### config.mk
export PLATFORM = sky130hd
export DESIGN_NAME = painter_multi_flat
export DESIGN_NICKNAME = d
export VERILOG_FILES = /design/src/rtl/painter_pkg.sv /design/src/rtl/painter_multi_if.sv /design/src/rtl/painter_multi_sq_dist.sv /design/src/rtl/painter_multi.sv /design/src/flat_wrapper.sv
export SDC_FILE = /design/constraint.sdc
export NUM_CORES = 1
export LEC_CHECK = 0
export CORE_MARGIN = 2
export CORE_UTILIZATION = 55
export CTS_BUF_LIST = sky130_fd_sc_hd__clkbuf_2 sky130_fd_sc_hd__clkbuf_4 sky130_fd_sc_hd__clkbuf_8
export DETAILED_ROUTE_END_ITERATION = 8
export GPL_TIMING_DRIVEN = 0
export PLACE_DENSITY = 0.74
export SYNTH_ARGS = -nofsm -noshare
export SYNTH_HDL_FRONTEND = slang
export SYNTH_SLANG_ARGS = --single-unit
### constraint.sdc
create_clock -name clk_in -period 10.1 [get_ports clk_in]
set_input_delay 2.02 -clock clk_in [delete_from_list [all_inputs] [get_ports clk_in]]
set_output_delay 2.02 -clock clk_in [all_outputs]
set_load 0.005 [all_outputs]
### src/rtl/painter_pkg.sv
// painter_pkg: shared types and default geometry for the painter_multi block.
//   paint_mode_t    - FILL disc or RING
//   painter_state_t - sequencing FSM states
//   *_DEF           - default widths and screen size
package painter_pkg;

  localparam int H_WIDTH_DEF     = 11;
  localparam int V_WIDTH_DEF     = 10;
  localparam int R_WIDTH_DEF     = 8;
  localparam int COLOR_WIDTH_DEF = 16;
  localparam int H_MAX_DEF       = 1280;
  localparam int V_MAX_DEF       = 720;

  typedef enum logic {
    FILL = 1'b0,
    RING = 1'b1
  } paint_mode_t;

  typedef enum logic [1:0] {
    IDLE  = 2'd0,
    SCAN  = 2'd1,
    DRAIN = 2'd2
  } painter_state_t;

  function automatic int max_int(input int a, input int b);
    return (a > b) ? a : b;
  endfunction

endpackage

### src/rtl/painter_multi_if.sv
// painter_multi_if: request / pixel / status bundle of painter_multi.
//   slave  - painter side (takes requests, produces pixels, done, count)
//   master - client side (issues requests, consumes pixels)
import painter_pkg::*;

interface painter_multi_if #(
  parameter int H_WIDTH     = H_WIDTH_DEF,
  parameter int V_WIDTH     = V_WIDTH_DEF,
  parameter int R_WIDTH     = R_WIDTH_DEF,
  parameter int COLOR_WIDTH = COLOR_WIDTH_DEF
);
  logic                   data_valid_in;
  logic                   ready_out;
  logic [H_WIDTH-1:0]     hcount_in;
  logic [V_WIDTH-1:0]     vcount_in;
  logic [R_WIDTH-1:0]     radius_in;
  logic [R_WIDTH-1:0]     thickness_in;
  logic                   mode_in;
  logic [COLOR_WIDTH-1:0] color_in;
  logic [H_WIDTH-1:0]     hcount_out;
  logic [V_WIDTH-1:0]     vcount_out;
  logic [COLOR_WIDTH-1:0] color_out;
  logic                   data_valid_out;
  logic                   ready_in;
  logic                   done_out;
  logic [15:0]            shape_count_out;

  modport slave (
    input  data_valid_in, hcount_in, vcount_in, radius_in, thickness_in,
           mode_in, color_in, ready_in,
    output ready_out, hcount_out, vcount_out, color_out, data_valid_out,
           done_out, shape_count_out
  );

  modport master (
    output data_valid_in, hcount_in, vcount_in, radius_in, thickness_in,
           mode_in, color_in, ready_in,
    input  ready_out, hcount_out, vcount_out, color_out, data_valid_out,
           done_out, shape_count_out
  );
endinterface

### src/rtl/painter_multi_sq_dist.sv
// sq_dist: S1 stage of the painter pipeline. Registers |dx|^2 and |dy|^2
// together with the candidate coordinate; holds everything while stall_i.
//   clk_in, rst_in     - clock, synchronous active-high reset
//   stall_i            - hold stage contents
//   valid_i            - S0 holds a candidate
//   adx_i, ady_i       - unsigned distance to centre (fits R_WIDTH inside the box)
//   x_i, y_i           - candidate coordinate
//   valid_o, dx_sq_o, dy_sq_o, x_o, y_o - registered stage contents
import painter_pkg::*;

module sq_dist #(
  parameter int R_WIDTH = R_WIDTH_DEF,
  parameter int H_WIDTH = H_WIDTH_DEF,
  parameter int V_WIDTH = V_WIDTH_DEF
) (
  input  logic                   clk_in,
  input  logic                   rst_in,
  input  logic                   stall_i,
  input  logic                   valid_i,
  input  logic [R_WIDTH-1:0]     adx_i,
  input  logic [R_WIDTH-1:0]     ady_i,
  input  logic [H_WIDTH-1:0]     x_i,
  input  logic [V_WIDTH-1:0]     y_i,
  output logic                   valid_o,
  output logic [2*R_WIDTH-1:0]   dx_sq_o,
  output logic [2*R_WIDTH-1:0]   dy_sq_o,
  output logic [H_WIDTH-1:0]     x_o,
  output logic [V_WIDTH-1:0]     y_o
);
  logic                 valid_q;
  logic [2*R_WIDTH-1:0] dx_sq_q, dy_sq_q;
  logic [H_WIDTH-1:0]   x_q;
  logic [V_WIDTH-1:0]   y_q;

  always_ff @(posedge clk_in) begin
    if (rst_in) begin
      valid_q <= 1'b0;
      dx_sq_q <= '0;
      dy_sq_q <= '0;
      x_q     <= '0;
      y_q     <= '0;
    end else if (!stall_i) begin
      valid_q <= valid_i;
      dx_sq_q <= {{R_WIDTH{1'b0}}, adx_i} * {{R_WIDTH{1'b0}}, adx_i};
      dy_sq_q <= {{R_WIDTH{1'b0}}, ady_i} * {{R_WIDTH{1'b0}}, ady_i};
      x_q     <= x_i;
      y_q     <= y_i;
    end
  end

  assign valid_o = valid_q;
  assign dx_sq_o = dx_sq_q;
  assign dy_sq_o = dy_sq_q;
  assign x_o     = x_q;
  assign y_o     = y_q;
endmodule

### src/rtl/painter_multi.sv
// painter_multi: rasterises a filled disc or ring around a centre point,
// clipped to the screen, emitting one candidate per cycle through
// S0 scan counter -> S1 squares -> S2 compare -> S3 output register.
//   clk_in, rst_in - clock, synchronous active-high reset
//   bus (slave)    - request handshake, pixel stream, done pulse, shape count
//
//   state | meaning
//   IDLE  | ready_out high, waiting for a request
//   SCAN  | S0 walks the clipped box in raster order
//   DRAIN | box exhausted, waiting for S1..S3 to empty
import painter_pkg::*;

module painter_multi #(
  parameter int H_WIDTH     = H_WIDTH_DEF,
  parameter int V_WIDTH     = V_WIDTH_DEF,
  parameter int R_WIDTH     = R_WIDTH_DEF,
  parameter int COLOR_WIDTH = COLOR_WIDTH_DEF,
  parameter int H_MAX       = H_MAX_DEF,
  parameter int V_MAX       = V_MAX_DEF
) (
  input  logic clk_in,
  input  logic rst_in,
  painter_multi_if.slave bus
);
  localparam int CW = max_int(H_WIDTH, V_WIDTH) + 2;
  localparam int DW = 2*R_WIDTH + 1;
  localparam logic signed [CW-1:0] X_LAST = CW'(H_MAX - 1);
  localparam logic signed [CW-1:0] Y_LAST = CW'(V_MAX - 1);

  painter_state_t state_q, state_d;
  logic accept_c, stall_c, done_c, s0_v_c, s0_last_c;

  logic [H_WIDTH-1:0]     cx_q, xs_q, xe_q, x_q;
  logic [V_WIDTH-1:0]     cy_q, ye_q, y_q;
  logic [COLOR_WIDTH-1:0] color_q;
  logic                   ring_q;
  logic [2*R_WIDTH-1:0]   rr_q, inner_q;
  logic [15:0]            shape_cnt_q;

  // request decode: clipped box and distance thresholds
  logic signed [CW-1:0] cx_s, cy_s, r_s;
  logic signed [CW-1:0] bx_lo, bx_hi, by_lo, by_hi, bxs, bxe, bys, bye;
  logic                 box_off_c, ring_c;
  logic [R_WIDTH-1:0]   t_eff_c, d_in_c;
  logic [2*R_WIDTH-1:0] rr_c, inner_c;

  always_comb begin
    cx_s  = $signed({{(CW-H_WIDTH){1'b0}}, bus.hcount_in});
    cy_s  = $signed({{(CW-V_WIDTH){1'b0}}, bus.vcount_in});
    r_s   = $signed({{(CW-R_WIDTH){1'b0}}, bus.radius_in});
    bx_lo = cx_s - r_s;
    bx_hi = cx_s + r_s;
    by_lo = cy_s - r_s;
    by_hi = cy_s + r_s;
    bxs   = (bx_lo < 0) ? '0 : bx_lo;
    bxe   = (bx_hi > X_LAST) ? X_LAST : bx_hi;
    bys   = (by_lo < 0) ? '0 : by_lo;
    bye   = (by_hi > Y_LAST) ? Y_LAST : by_hi;
    box_off_c = (bxs > bxe) || (bys > bye);

    // thickness 0 behaves as 1; a ring thicker than its radius is a disc
    t_eff_c = (bus.thickness_in == '0) ? R_WIDTH'(1) : bus.thickness_in;
    ring_c  = (paint_mode_t'(bus.mode_in) == RING) && (t_eff_c <= bus.radius_in);
    d_in_c  = bus.radius_in - t_eff_c;
    rr_c    = {{R_WIDTH{1'b0}}, bus.radius_in} * {{R_WIDTH{1'b0}}, bus.radius_in};
    inner_c = ring_c ? ({{R_WIDTH{1'b0}}, d_in_c} * {{R_WIDTH{1'b0}}, d_in_c}) : '0;
  end

  // S0: distances are within the box, so they fit R_WIDTH
  logic [R_WIDTH-1:0] adx_c, ady_c;
  assign adx_c = R_WIDTH'((x_q >= cx_q) ? (x_q - cx_q) : (cx_q - x_q));
  assign ady_c = R_WIDTH'((y_q >= cy_q) ? (y_q - cy_q) : (cy_q - y_q));

  logic                 s1_v;
  logic [2*R_WIDTH-1:0] s1_dx_sq, s1_dy_sq;
  logic [H_WIDTH-1:0]   s1_x;
  logic [V_WIDTH-1:0]   s1_y;

  sq_dist #(.R_WIDTH(R_WIDTH), .H_WIDTH(H_WIDTH), .V_WIDTH(V_WIDTH)) u_sq_dist (
    .clk_in  (clk_in),
    .rst_in  (rst_in),
    .stall_i (stall_c),
    .valid_i (s0_v_c),
    .adx_i   (adx_c),
    .ady_i   (ady_c),
    .x_i     (x_q),
    .y_i     (y_q),
    .valid_o (s1_v),
    .dx_sq_o (s1_dx_sq),
    .dy_sq_o (s1_dy_sq),
    .x_o     (s1_x),
    .y_o     (s1_y)
  );

  // S2 compare
  logic [DW-1:0] d2_c;
  logic          hit_c;
  assign d2_c  = DW'(s1_dx_sq) + DW'(s1_dy_sq);
  assign hit_c = (d2_c <= DW'(rr_q)) && (!ring_q || (d2_c > DW'(inner_q)));

  logic                   s2_v_q, s2_hit_q;
  logic [H_WIDTH-1:0]     s2_x_q, hout_q;
  logic [V_WIDTH-1:0]     s2_y_q, vout_q;
  logic                   dvo_q;
  logic [COLOR_WIDTH-1:0] cout_q;

  assign accept_c  = (state_q == IDLE) && bus.data_valid_in;
  assign stall_c   = dvo_q && !bus.ready_in;
  assign s0_v_c    = (state_q == SCAN);
  assign s0_last_c = (x_q == xe_q) && (y_q == ye_q);

  always_comb begin
    state_d = state_q;
    done_c  = 1'b0;
    unique case (state_q)
      IDLE:  if (bus.data_valid_in) state_d = box_off_c ? DRAIN : SCAN;
      SCAN:  if (!stall_c && s0_last_c) state_d = DRAIN;
      DRAIN: if (!s1_v && !s2_v_q && !dvo_q) begin
               state_d = IDLE;
               done_c  = 1'b1;
             end
      default: state_d = IDLE;
    endcase
  end

  always_ff @(posedge clk_in) begin
    if (rst_in) state_q <= IDLE;
    else        state_q <= state_d;
  end

  always_ff @(posedge clk_in) begin
    if (rst_in) begin
      cx_q <= '0; cy_q <= '0; xs_q <= '0; xe_q <= '0; ye_q <= '0;
      x_q <= '0; y_q <= '0; color_q <= '0; ring_q <= 1'b0;
      rr_q <= '0; inner_q <= '0; shape_cnt_q <= '0;
      s2_v_q <= 1'b0; s2_hit_q <= 1'b0; s2_x_q <= '0; s2_y_q <= '0;
      dvo_q <= 1'b0; hout_q <= '0; vout_q <= '0; cout_q <= '0;
    end else begin
      if (done_c) shape_cnt_q <= shape_cnt_q + 16'd1;

      if (accept_c) begin
        cx_q    <= bus.hcount_in;
        cy_q    <= bus.vcount_in;
        color_q <= bus.color_in;
        ring_q  <= ring_c;
        rr_q    <= rr_c;
        inner_q <= inner_c;
        xs_q    <= H_WIDTH'(bxs);
        xe_q    <= H_WIDTH'(bxe);
        ye_q    <= V_WIDTH'(bye);
        x_q     <= H_WIDTH'(bxs);
        y_q     <= V_WIDTH'(bys);
      end else if (s0_v_c && !stall_c) begin
        if (x_q == xe_q) begin
          x_q <= xs_q;
          y_q <= y_q + V_WIDTH'(1);
        end else begin
          x_q <= x_q + H_WIDTH'(1);
        end
      end

      if (!stall_c) begin
        s2_v_q   <= s1_v;
        s2_hit_q <= hit_c;
        s2_x_q   <= s1_x;
        s2_y_q   <= s1_y;
        dvo_q    <= s2_v_q && s2_hit_q;
        hout_q   <= s2_x_q;
        vout_q   <= s2_y_q;
        cout_q   <= color_q;
      end
    end
  end

  assign bus.ready_out       = (state_q == IDLE);
  assign bus.done_out        = done_c;
  assign bus.data_valid_out  = dvo_q;
  assign bus.hcount_out      = hout_q;
  assign bus.vcount_out      = vout_q;
  assign bus.color_out       = cout_q;
  assign bus.shape_count_out = shape_cnt_q;
endmodule
### src/flat_wrapper.sv
// flat-port wrapper written by rule: the top's interface ports become plain ports
module painter_multi_flat 
#(
  parameter int H_WIDTH     = H_WIDTH_DEF,
  parameter int V_WIDTH     = V_WIDTH_DEF,
  parameter int R_WIDTH     = R_WIDTH_DEF,
  parameter int COLOR_WIDTH = COLOR_WIDTH_DEF,
  parameter int H_MAX       = H_MAX_DEF,
  parameter int V_MAX       = V_MAX_DEF
)
  (clk_in, rst_in, bus_data_valid_in, bus_hcount_in, bus_vcount_in, bus_radius_in, bus_thickness_in, bus_mode_in, bus_color_in, bus_ready_in, bus_ready_out, bus_hcount_out, bus_vcount_out, bus_color_out, bus_data_valid_out, bus_done_out, bus_shape_count_out);
  painter_multi_if #(.H_WIDTH(H_WIDTH), .V_WIDTH(V_WIDTH), .R_WIDTH(R_WIDTH), .COLOR_WIDTH(COLOR_WIDTH)) bus_i ();
  input  logic clk_in;
  input  logic rst_in;
  input wire logic [$bits(bus_i.data_valid_in)-1:0] bus_data_valid_in;
  input wire logic [$bits(bus_i.hcount_in)-1:0] bus_hcount_in;
  input wire logic [$bits(bus_i.vcount_in)-1:0] bus_vcount_in;
  input wire logic [$bits(bus_i.radius_in)-1:0] bus_radius_in;
  input wire logic [$bits(bus_i.thickness_in)-1:0] bus_thickness_in;
  input wire logic [$bits(bus_i.mode_in)-1:0] bus_mode_in;
  input wire logic [$bits(bus_i.color_in)-1:0] bus_color_in;
  input wire logic [$bits(bus_i.ready_in)-1:0] bus_ready_in;
  output wire logic [$bits(bus_i.ready_out)-1:0] bus_ready_out;
  output wire logic [$bits(bus_i.hcount_out)-1:0] bus_hcount_out;
  output wire logic [$bits(bus_i.vcount_out)-1:0] bus_vcount_out;
  output wire logic [$bits(bus_i.color_out)-1:0] bus_color_out;
  output wire logic [$bits(bus_i.data_valid_out)-1:0] bus_data_valid_out;
  output wire logic [$bits(bus_i.done_out)-1:0] bus_done_out;
  output wire logic [$bits(bus_i.shape_count_out)-1:0] bus_shape_count_out;
  assign bus_i.data_valid_in = bus_data_valid_in;
  assign bus_i.hcount_in = bus_hcount_in;
  assign bus_i.vcount_in = bus_vcount_in;
  assign bus_i.radius_in = bus_radius_in;
  assign bus_i.thickness_in = bus_thickness_in;
  assign bus_i.mode_in = bus_mode_in;
  assign bus_i.color_in = bus_color_in;
  assign bus_i.ready_in = bus_ready_in;
  assign bus_ready_out = bus_i.ready_out;
  assign bus_hcount_out = bus_i.hcount_out;
  assign bus_vcount_out = bus_i.vcount_out;
  assign bus_color_out = bus_i.color_out;
  assign bus_data_valid_out = bus_i.data_valid_out;
  assign bus_done_out = bus_i.done_out;
  assign bus_shape_count_out = bus_i.shape_count_out;
  painter_multi #(.H_WIDTH(H_WIDTH), .V_WIDTH(V_WIDTH), .R_WIDTH(R_WIDTH), .COLOR_WIDTH(COLOR_WIDTH), .H_MAX(H_MAX), .V_MAX(V_MAX)) u_core (.clk_in(clk_in), .rst_in(rst_in), .bus(bus_i));
endmodule
==> results.py, run 1 <==
metrics = {
    "min_path": {
        "worstHoldStart": "u_core.bus.color_out[2]",
        "hold_path_depth": 2,
        "hold_path.class": "register to register",
        "min_to": "u_core.bus.color_out[2]",
    },
    "floorplanning": {
        "die-width_um": 199.9,
        "die_y_um": 199.9,
        "start_util_pct": 55.89,
        "io_pins": 114,
        "num_rows": 71,
        "coreArea_mm2": 0.03776,
        "dieArea_mm2": 0.03995,
    },
    "synthesis": {
        "synthesis.instances": 2687,
        "ys_types": 83,
        "synth.ff_latch_count": 252,
        "syn_area_mm2": 0.02110,
        "ys_warn_count": 0,
        "ys_seq_area_share_pct": 23.91,
        "synth_edf_count": 0,
        "syn_area_per_cell_um2": 7.853,
        "ys.flop_type": "dfxtp_1",
        "async_flop_share_pct": 0,
        "syn_nets": 3114,
    },
    "clock_tree": {
        "tritoncts": "yes",
        "clock-sinks": 252,
        "cts_setup_buffers": 0,
        "cts.repair.resized": 0,
        "postCtsHoldBufs": 0,
        "htree_levels": 2,
        "clk_latency_ns": 0.58,
        "cts_root_buf": "clkbuf_8",
        "clk_path_buf_depth": 3,
        "cts_buffers": 43,
        "path_clk_slew_ns": 0.06,
    },
    "grt": {
        "track_usage_pct": 29.76,
        "grt_antenna_before_repair": 1,
        "grt_pass1_wl_mm": 93.66,
        "grt_overflow": 0,
        "grt_max_degree": 13,
        "grt_pass1_vias": 18430,
    },
    "run": {
        "max_cap_viol_count": 0,
    },
    "worst_setup_path": {
        "crit_type": "input pin to register",
        "startpoint_type": "input pin",
        "end_kind": "register",
        "r2r_cells": 24,
        "crit_fanout": 10,
        "r2r_start": "u_core.x_q[1]",
        "r2r_slack_ns": 2.15,
        "r2r_end": "u_core.u_sq_dist.dx_sq_o[14]",
        "cp.arrival_ns": 8.94,
        "cp.required_ns": 10.52,
    },
    "timing": {
        "relSlewSlack_pct": 24.76,
        "maxSlewViolCount": 0,
        "clock_skew_ns": 0.02306,
        "hold_viol": 0,
        "period_minus_slack_ns": 8.517,
        "max_freq_mhz": 117.4,
        "finalCritPeriodShare_pct": 84.33,
        "whs_ns": 0.4485,
        "finalSetupViolCount": 0,
        "finalSetupTns_ns": 0,
        "rsz0062_at_grt": "no",
        "worstMarginPinSlew_ns": 1.121,
    },
    "layout": {
        "syn_to_final_growth_pct": 13.27,
        "final_cell_mix": "nand2_1 (402), inv_1 (296), a21oi_1 (285)",
        "postLayoutCellArea_mm2": 0.02390,
        "final_common_cell": "nand2_1",
        "utilization_pct": 63.30,
        "antenna_cells": 0,
        "drive_gt1_share_pct": 4.413,
        "layout.nets": 3270,
    },
    "place": {
        "dp.final_hpwl_mm": 47.81,
        "io_buffers": 111,
        "placed_area_mm2": 0.02285,
        "gp_congestion": 0.9215,
    },
    "routing": {
        "finalWirelength_mm": 59.43,
        "drc": 0,
        "wl_per_cell_um": 17.54,
        "route.antenna.remaining_nets": 0,
        "via_per_inst": 5.634,
        "vias": 19094,
        "drt_iter0_drc": 1404,
        "first_pass_iters": 5,
    },
    "run_status": {
        "status": "complete, no violations",
    },
}
[worst max-delay path by stage]
stage                     depth (start not counted)            endpoint                start
final                                            28  u_core.inner_q[15]     bus_radius_in[0]
after floorplan                                  26  u_core.inner_q[12]  bus_thickness_in[3]
after CTS                                        28  u_core.inner_q[15]     bus_radius_in[0]
after global routing                             28  u_core.inner_q[15]     bus_radius_in[0]
after detailed placement                         28  u_core.inner_q[15]     bus_radius_in[0]
after global placement                           26  u_core.inner_q[12]     bus_radius_in[0]
[cells in the mapped netlist (all sizes together), types with 4 or more instances]
cell type  instances  share of area [%]
a21boi             7               0.25
or4                4               0.14
o21bai            21               0.75
mux2i             17               0.81
and2               8               0.25
xor2              52                2.2
a211oi            39                1.5
inv              297                5.3
xnor2             96                4.0
ha               260                 15
or2               18               0.53
a21o              34                1.2
fa               109                 10
nor2b             27               0.84
buf               12               0.27
o21a              10               0.36
o211ai            12               0.45
nor3              45                1.1
a31oi             11               0.33
nand2b            23               0.69
nor2             265                4.7
and3              21               0.62
nor4              10               0.30
o311ai             5               0.21
clkbuf            98                1.7
a21oi            285                6.8
dfxtp            252                 24
nand2            402                7.2
a22oi             11               0.39
or3               13               0.39
o41ai              6               0.34
nand3             40               0.95
mux2               6               0.32
a2111oi            5               0.21
o31ai             15               0.53
nand4             29               0.86
nor3b              4               0.14
o21ai             62                1.5
[layer usage]
metal  track usage (%)  share of wire [%]  up-vias
met5                 0              0.019        -
met4             11.06                3.4        2
met3             4.368                6.4      139
met2             49.51                 46      604
met1             39.28                 44     9047
li1                  -                  -     9302
[cell families after synthesis]
kind of cell	Yosys count	share of synthesized area, %
AND/OR/NAND/NOR	920	19.09
AO/OA/AOI/OAI	564	16.53
buffers and inverters	408	7.317
adder cells (fa/ha/maj)	370	25.81
flip-flops	252	23.91
XOR/XNOR	148	6.179
multiplexers	23	1.127
other	2	0.03559
[area by class of cell]
cell class / instances / area (µm²)
multi-input cells: 2027 / 14510
clock buffers: 63 / 817.0
fillers: 3374 / 13860
repair buffers: 111 / 1111
plain buffers: 110 / 425.4
clock inverters: 17 / 231.5
flip-flops and latches: 252 / 5045
well taps: 511 / 639.4
inverters: 298 / 1119
[registers in the layout (all words and copies together) (netlist names), 15 cells and up]
register / flops
u_core.inner_q: 15
u_core.rr_q: 15
u_core.bus.color_out: 16
u_core.color_q: 16
u_core.u_sq_dist.dy_sq_o: 15
u_core.u_sq_dist.dx_sq_o: 15
u_core.bus.shape_count_out: 16
[metrics by stage]
stage	setup WS [ns]	std cells
after global placement	1.210	3309
after detailed placement	1.078	3309
final	1.583	3389
after CTS	1.667	3389
after floorplan	2.460	2687
after global routing	1.154	3389
[worst max-delay path, cell delays in order]
cell and delay, ns:
clkdlybuf4s50_1 0.80, inv_1 0.43, ha_1 0.22, inv_1 0.05
fa_1 0.39, nand2_1 0.08, nand2_1 0.05, a21oi_1 0.25
o21ai_0 0.12, a21oi_1 0.27, xor2_1 0.53, nor2_1 0.21
fa_1 0.52, xnor2_1 0.15, xnor2_1 0.15, fa_1 0.54
inv_1 0.06, fa_1 0.54, inv_1 0.05, ha_1 0.29
inv_1 0.06, a21oi_1 0.24, o211ai_1 0.14, a21oi_1 0.22
nor2_1 0.07, a21oi_1 0.16, xnor2_1 0.19, o32ai_1 0.13
Power of run 1 is left out: the tool's default activity adds up to more than one toggle a clock period on the data nets, which glitch-free logic cannot reach.
==> run 2: changes to the inputs <==
- clock period: 10.1 -> 8.95 ns (I/O delays scaled with it)
==> results of run 2 <==
Same layout as run 1 (identical final DEF). Status: complete, no violations.
Among the figures that moved: setup slack after placement 1.078 ns -> 0.1577 ns; setup slack after layout 1.583 ns -> 0.6626 ns; register-to-register setup slack 2.15 ns -> 1.00 ns
Power of run 2 is left out for the same reason.
==> run 3: changes to the inputs <==
- ABC_AREA: not set -> 1
- SETUP_SLACK_MARGIN: not set -> 0.05
==> run 3 against run 2 <==
  * Final area shrank 0.57%
  * Sequential cell count is the same
  * Non-clock buffer count shrank 13
  * Worst hold slack is essentially flat
  * First-iteration DRC count grew 0.71%
  * Die area grew 0.41%
  * Maximum frequency grew 0.16%
  * Sequential share of layout area grew 0.12 points
  * Global-route usage shrank 0.46 points
  * Clock skew grew 0.0065 ns
==> results.py, run 3 <==
metrics = {
    "run_status": {
        "status": "complete, no violations",
    },
    "synthesis": {
        "synthesis.instances": 2905,
        "synth.ff_latch_count": 252,
        "syn_area_per_cell_um2": 7.294,
        "syn_area_mm2": 0.02119,
        "yosysMostFrequentCell": "inv_1",
        "ys.flop_type": "dfxtp_1",
        "synthTopCellsByCount": "inv_1 (481), nand2_1 (378), nor2_1 (372), a21oi_1 (269), ha_1 (260)",
        "synth_edf_count": 0,
        "syn_nets": 3332,
        "yosys.area.top_type": "dfxtp_1",
        "ys_seq_area_share_pct": 23.81,
        "ys_warn_count": 0,
        "ys_types": 58,
        "async_flop_share_pct": 0,
        "ys_top_cells_by_area": "dfxtp_1 (24%), ha_1 (15%), fa_1 (10%)",
        "synth_top_area_share_pct": 23.81,
    },
    "worst_setup_path": {
        "crit_type": "input pin to register",
        "cp_top_family": "adder cells",
        "crit_path_top_delay_cell": "clkdlybuf4s50_1",
        "end_kind": "register",
        "cp.arrival_ns": 8.76,
        "max_stage_delay_ns": 0.73,
        "startpoint_type": "input pin",
        "cpMostUsedCell": "inv_1",
        "cp.required_ns": 9.44,
        "crit_fanout": 11,
        "worst-path-buf-inv": 7,
    },
    "clock_tree": {
        "cts_setup_buffers": 0,
        "clock-sinks": 252,
        "clk_path_buf_depth": 3,
        "htree_levels": 2,
        "cts.repair.resized": 0,
        "clk_latency_ns": 0.58,
        "cts_root_buf": "clkbuf_8",
        "tritoncts": "yes",
        "cts_buffers": 41,
        "postCtsHoldBufs": 0,
        "path_clk_slew_ns": 0.06,
    },
    "grt": {
        "grt_antenna_before_repair": 1,
        "grt_overflow": 0,
        "grt_pass1_wl_mm": 95.77,
        "grt_max_degree": 12,
        "track_usage_pct": 29.30,
        "grt_pass1_vias": 18949,
    },
    "timing": {
        "rsz0062_at_grt": "no",
        "hold_viol": 0,
        "worstMarginPinSlew_ns": 1.039,
        "finalSetupTns_ns": 0,
        "finalCritPeriodShare_pct": 92.45,
        "whs_ns": 0.4484,
        "clock_skew_ns": 0.02955,
        "max_freq_mhz": 120.9,
        "maxSlewViolCount": 0,
        "relSlewSlack_pct": 30.50,
        "finalSetupViolCount": 0,
        "period_minus_slack_ns": 8.274,
    },
    "floorplanning": {
        "io_pins": 114,
        "coreArea_mm2": 0.03784,
        "start_util_pct": 55.99,
        "die_y_um": 200.3,
        "dieArea_mm2": 0.04011,
        "num_rows": 71,
        "die-width_um": 200.3,
    },
    "min_path": {
        "hold_path.class": "register to register",
    },
    "layout": {
        "multiInputGateArea_mm2": 0.01391,
        "drive_gt1_share_pct": 3.892,
        "final-seq-area_mm2": 0.005045,
        "final_cell_mix": "inv_1 (481), nand2_1 (378), nor2_1 (372)",
        "antenna_cells": 0,
        "syn_to_final_growth_pct": 12.15,
        "final_common_cell": "inv_1",
        "nFillCells": 3548,
        "layout.nets": 3486,
    },
    "routing": {
        "first_pass_iters": 5,
        "drc": 0,
        "wl_per_cell_um": 16.56,
        "route.antenna.remaining_nets": 0,
        "finalWirelength_mm": 59.51,
        "via_per_inst": 5.394,
        "drt_iter0_drc": 1414,
        "vias": 19385,
    },
    "place": {
        "io_buffers": 111,
        "dp.final_hpwl_mm": 48.77,
        "gp_congestion": 0.9526,
    },
    "run": {
        "max_cap_viol_count": 0,
    },
}
## run 3: cell types whose count changed after synthesis, moves of 28 or more
cell	delta
o21ai_0	+186
inv_1	+185
nor2_1	+107
xnor2_1	-62
nand3_1	+51
xor2_1	+31
a211oi_1	-30
a21o_1	-28
## run 3: metal layers
layer  up-vias  share of wire [%]  GRT usage, %
met4         2                3.0         9.286
met5         -              0.020             0
met1      9099                 45         38.79
met2       521                 46         49.22
met3       112                6.3         4.474
li1       9651                  -             -
## run 3: cell type report
cell class / instances / share of cell area (%)
Multi-Input combinational cell: 2063 / 58.54
Sequential cell: 252 / 21.23
Inverter: 493 / 7.787
Timing Repair Buffer: 111 / 4.676
Clock buffer: 58 / 3.122
Tap cell: 511 / 2.691
Buffer: 97 / 1.606
Clock inverter: 9 / 0.3475
## run 3: logic make-up (layout without fill, tap and decap cells)
kind of cell               count (synthesis)  count (layout)  share of synthesized area (%)
adders and majority gates                369             369                          25.65
xor gates and xnor gates                 122             122                          5.309
and+or+nand+nor                          944             944                          18.50
muxes                                      2               2                        0.09449
other                                      2               2                        0.03544
buffers and inverters                    590             768                          10.53
DFF                                      252             252                          23.81
AOI/OAI and AO/OA                        624             624                          16.06
## run 3: worst paths after layout
check	from	end	slack, ns	cells after the start
setup / recovery	bus_radius_in[0]	u_core.inner_q[14]	0.68	30
hold / removal	u_core.bus.shape_count_out[15]	u_core.bus.shape_count_out[15]	0.45	1
hold reg to reg	u_core.bus.shape_count_out[15]	u_core.bus.shape_count_out[15]	0.45	1
setup reg to reg	u_core.x_q[0]	u_core.u_sq_dist.dx_sq_o[15]	1.63	32
## run 3: stage by stage
stage | util, % | cell area, µm² | worst slack [ns] | cells
6_report | 62.79 | 23760 | 0.6760 | 3594
5_1_grt | 62.79 | 23760 | 0.07418 | 3594
4_1_cts | 62.79 | 23760 | 0.7482 | 3594
3_5_place_dp | 60.61 | 22940 | 0.1803 | 3527
3_3_place_gp | 60.61 | 22940 | 0.3280 | 3527
2_1_floorplan | - | 21190 | 1.534 | 2905
Power of run 3 is left out for the same reason.
